===== config.mk =====
export PLATFORM = sky130hd
export DESIGN_NAME = wb_regfile
export DESIGN_NICKNAME = d
export VERILOG_FILES = /design/src/rtl/wb_regfile.sv
export SDC_FILE = /design/constraint.sdc
export NUM_CORES = 2
export LEC_CHECK = 0
export ABC_AREA = 0
export CORE_UTILIZATION = 40
export DETAILED_ROUTE_END_ITERATION = 12
export PLACE_DENSITY = 0.67
export SYNTH_ARGS = -nofsm -noshare
export SYNTH_HDL_FRONTEND = slang
export SYNTH_SLANG_ARGS = --single-unit
export TNS_END_PERCENT = 30

===== constraint.sdc =====
create_clock -name clk -period 9.2 [get_ports clk]
set_input_delay 2.3 -clock clk [delete_from_list [all_inputs] [get_ports clk]]
set_output_delay 2.3 -clock clk [all_outputs]
set_load 0.05 [all_outputs]

===== src/rtl/wb_regfile.sv =====
// Write-back select + 32-entry register file with two combinational read ports and a retired-write counter.
// Optional `WB_BYPASS_EN: same-cycle write-through to the read ports; otherwise reads show the pre-write array.
module wb_regfile #(
   parameter int N     = 32,
   parameter int NREG  = 32,
   parameter int CNT_W = 32
) (
   input  logic             clk,
   input  logic             rst,
   input  logic [1:0]       WB_in,
   input  logic [4:0]       loadreg,
   input  logic [N-1:0]     readdata,
   input  logic [N-1:0]     Aluresult,
   input  logic [4:0]       rs1_addr,
   input  logic [4:0]       rs2_addr,
   output logic [N-1:0]     rs1_data,
   output logic [N-1:0]     rs2_data,
   output logic [N-1:0]     wb_data,
   output logic             wb_en,
   output logic [4:0]       wb_rd,
   output logic [CNT_W-1:0] wb_count
);

   logic [N-1:0]     r_regs [NREG];
   logic [CNT_W-1:0] r_count;

   logic [N-1:0]     w_wb_data;
   logic             w_wb_en;
   logic             w_dst_ok;
   logic [N-1:0]     w_rd1;
   logic [N-1:0]     w_rd2;

   assign w_wb_data = WB_in[0] ? readdata : Aluresult;
   assign w_wb_en   = WB_in[1] && (loadreg != 5'd0);
   // Indices beyond NREG (only possible when NREG < 32) are silently dropped.
   assign w_dst_ok  = int'(loadreg) < NREG;

   always_ff @(posedge clk) begin
      if (rst) begin
         for (int i = 0; i < NREG; i++) begin
            r_regs[i] <= '0;
         end
         r_count <= '0;
      end else if (w_wb_en && w_dst_ok) begin
         r_regs[loadreg] <= w_wb_data;
         r_count         <= r_count + CNT_W'(1);
      end
   end

   // x0 and out-of-range addresses read as zero regardless of array contents.
   always_comb begin
      w_rd1 = '0;
      w_rd2 = '0;
      if (rs1_addr != 5'd0 && int'(rs1_addr) < NREG) begin
         w_rd1 = r_regs[rs1_addr];
      end
      if (rs2_addr != 5'd0 && int'(rs2_addr) < NREG) begin
         w_rd2 = r_regs[rs2_addr];
      end
   end

`ifdef WB_BYPASS_EN
   always_comb begin
      rs1_data = w_rd1;
      rs2_data = w_rd2;
      if (w_wb_en && !rst && rs1_addr == loadreg) begin
         rs1_data = w_wb_data;
      end
      if (w_wb_en && !rst && rs2_addr == loadreg) begin
         rs2_data = w_wb_data;
      end
   end
`else
   assign rs1_data = w_rd1;
   assign rs2_data = w_rd2;
`endif

   assign wb_data  = w_wb_data;
   assign wb_en    = w_wb_en;
   assign wb_rd    = loadreg;
   assign wb_count = r_count;

endmodule


==> reports/metrics.yaml <==
outcome:
  status: "finished, violations left"
  failed_checks: "DRC"
power:
  power.share.clock_pct: 36.7
  power_leakage_uw: 0.02135
  switching_share_pct: 26.71
  power_density_nw_per_um2: 189.4
  ir_drop_mv: 0.1594
  pwr-share-seq_pct: 47.8
  internal-power_uw: 8696
  switchingPower_uw: 3169
  comb_power_share_pct: 15.5
floorplanning:
  num_rows: 134
  die_h_um: 369.9
  die-area_um2: 136800
  core_area_um2: 133800
  start_util_pct: 40.46
  ios: 217
  die_w_um: 369.9
global_routing:
  grt_overflow: 0
  antenna_found_initial: 0
  grt_max_degree: 96
  grt_first_pass_wirelength_um: 264600
  grt_usage_pct: 26.91
  first_global_vias: 37450
clock_network:
  cts-root-buf: "clkbuf_16"
  cts-htree-levels: 3
  path_clk_slew_ns: 0.06
  cts_buffers: 110
  cts_resized: 0
  clkSinkCount: 1056
  cts_hold_buf: 0
  clk_latency_ns: 0.73
  cts_setup_buffers: 0
  cts_tree: "built"
  clk_path_buf_depth: 3
sta:
  report.final.setup_viol: 0
  finalSetupTns_ns: 0
  timing.fmax_ghz: 0.1273
  drv_slew: 0
  fin_crit_ns: 7.854
  relSlewSlack_pct: 2.083
  fin_hold_ws_ns: 0.5014
  hold_violations: 0
  worstMarginPinSlew_ns: 1.459
  min_period_over_period_pct: 85.37
  grt_setup_unrepaired: "false"
  worst_clock_skew_ns: 0.006838
placement:
  finalWeightedCongestion: 0.9704
  hpwl_um: 112900
  numPortBuffers: 216
  dp_cells: 5670
setup_path:
  cp-end-kind: "output port"
  reg2regPathDepth: 4
  rrSetupSlack_ns: 6.89
  required_ns: 6.90
  r2r_start: "wb_count[3]"
  crit_path_start_kind: "primary input"
  arrival_ns: 5.55
  cp_max_fo: 48
  r2r_end: "wb_count[29]"
  path_class: "in2out"
finish:
  instances_no_fill: 5872
  fin_nets: 4098
  syn2layout_area_growth_pct: 15.71
  fill_cells: 11632
  layout-drive-gt1-share_pct: 23.85
  diodes: 0
  post-route-util_pct: 46.82
synthesis:
  ys_types: 46
  syn_area_um2: 54140
  synthCells: 3915
  yosysSeqAreaShare_pct: 57.98
  synth_edf_count: 1024
  async_flop_share_pct: 0
  synth_top_area_cell: "edfxtp_1"
  netlist_top_cells_count: "1024 x edfxtp_1, 1011 x nor2_1, 448 x mux4_2"
  avgSynthCellArea_um2: 13.83
  synth_top_area_share_pct: 56.80
  synthTopCellsByArea: "edfxtp_1 57%, mux4_2 19%, nor2_1 7.0%"
  synth_ff_type: "edfxtp_1"
  synth.most_common_cell: "edfxtp_1"
  ys_warn_count: 0
  synth.ff_latch_count: 1056
min_path:
  hp-class: "reg2reg"
  hold-path-endpoint: "wb_count[31]"
  hold_start: "wb_count[31]"
  min_path_cells: 2
job:
  drv_cap: 0
routing:
  drt_iter0_drc: 5863
  drt-total-wl_um: 187100
  drt_first_pass_iters: 11
  viasPerCell: 6.535
  drc: 13
  vias: 38375
  wire_per_inst_um: 31.86
  ant_nets: 0
## flip-flops by register name, indices dropped and copies added, names as in the netlist
signal and cells:
r_regs 1024, wb_count 32
## placed cells by master (no fill, tap or decap), types with 18 or more instances in the layout
cell type / instances
clkinv_1: 34
a21oi_1: 21
buf_12: 61
inv_1: 39
mux2i_4: 32
a22oi_1: 64
clkbuf_1: 21
mux4_2: 448
nand2_1: 139
mux2i_1: 128
nor2b_1: 72
conb_1: 32
clkdlybuf4s50_1: 140
clkbuf_16: 114
o2111ai_1: 49
nand2b_2: 30
clkinv_2: 21
a311oi_1: 61
mux2_2: 67
nor2_1: 1005
or4_1: 18
buf_4: 163
edfxtp_1: 1024
dfxtp_1: 32
a211oi_1: 65
o21ai_0: 79
## metrics by stage
step                total power [uW]  worst slack (ns)  area (um2)
finish                         11870             1.346       62650
detailed placement              7564             1.452       59200
global route                   12130             1.236       62650
CTS                            11850             1.448       62630
floorplan                       6783             2.188       54260
global placement                7536             1.434       59200
## worst max path at each step
stage / from / cells past startpoint / to
after floorplan: rs2_addr[1] / 7 / rs2_data[12]
after global placement: rs1_addr[0] / 8 / rs1_data[17]
after detailed placement: rs1_addr[0] / 8 / rs1_data[17]
after CTS: rs1_addr[0] / 8 / rs1_data[17]
after global routing: rs1_addr[0] / 7 / rs1_data[31]
final: rs1_addr[0] / 7 / rs1_data[31]
## cell families after synthesis
group / count (synthesis) / share of synthesized area [%]
xor+xnor: 5 / 0.08088
simple gates: 1331 / 10.20
flops: 1056 / 57.98
other cells: 1 / 0.006927
mux: 678 / 23.05
buf+inv: 459 / 3.506
fa+ha+maj: 1 / 0.02311
compound gates: 384 / 5.151
## metal layers
metal / part of all wire [%] / track usage (%) / wire length (um)
met4: 5.8 / 14.03 / 10820
met3: 14 / 6.911 / 26150
met2: 45 / 40.82 / 84280
met1: 35 / 35.65 / 65830
met5: 0 / 0 / 0
## area by class of cell
type                       count  area (um2)  share of cell area (%)
sequential                  1056       31390                   50.11
multi-input combinational   2431       21510                   34.33
timing repair buffer         374        3949                   6.303
clock buffer                 135        2932                   4.680
tap                         1768        2212                   3.531
clock inverter                67       498.0                  0.7949
inverter                      41       156.4                  0.2497
## critical path, stage by stage
cell,delay (ns)
buf_6,0.58
nor2_4,0.30
buf_4,0.36
a221oi_1,0.30
o21ai_0,0.18
a311oi_1,1.23
buf_12,0.24
## power by group through the flow
stage	clock network [uW]	registers [uW]	logic (uW)
finish	4360	5670	1840
floorplan	0	5710	1070
global placement	0	5740	1800
global route	4550	5690	1880
detailed placement	0	5760	1800
CTS	4380	5660	1810
Note: power is estimated with default switching activity, not from simulation.
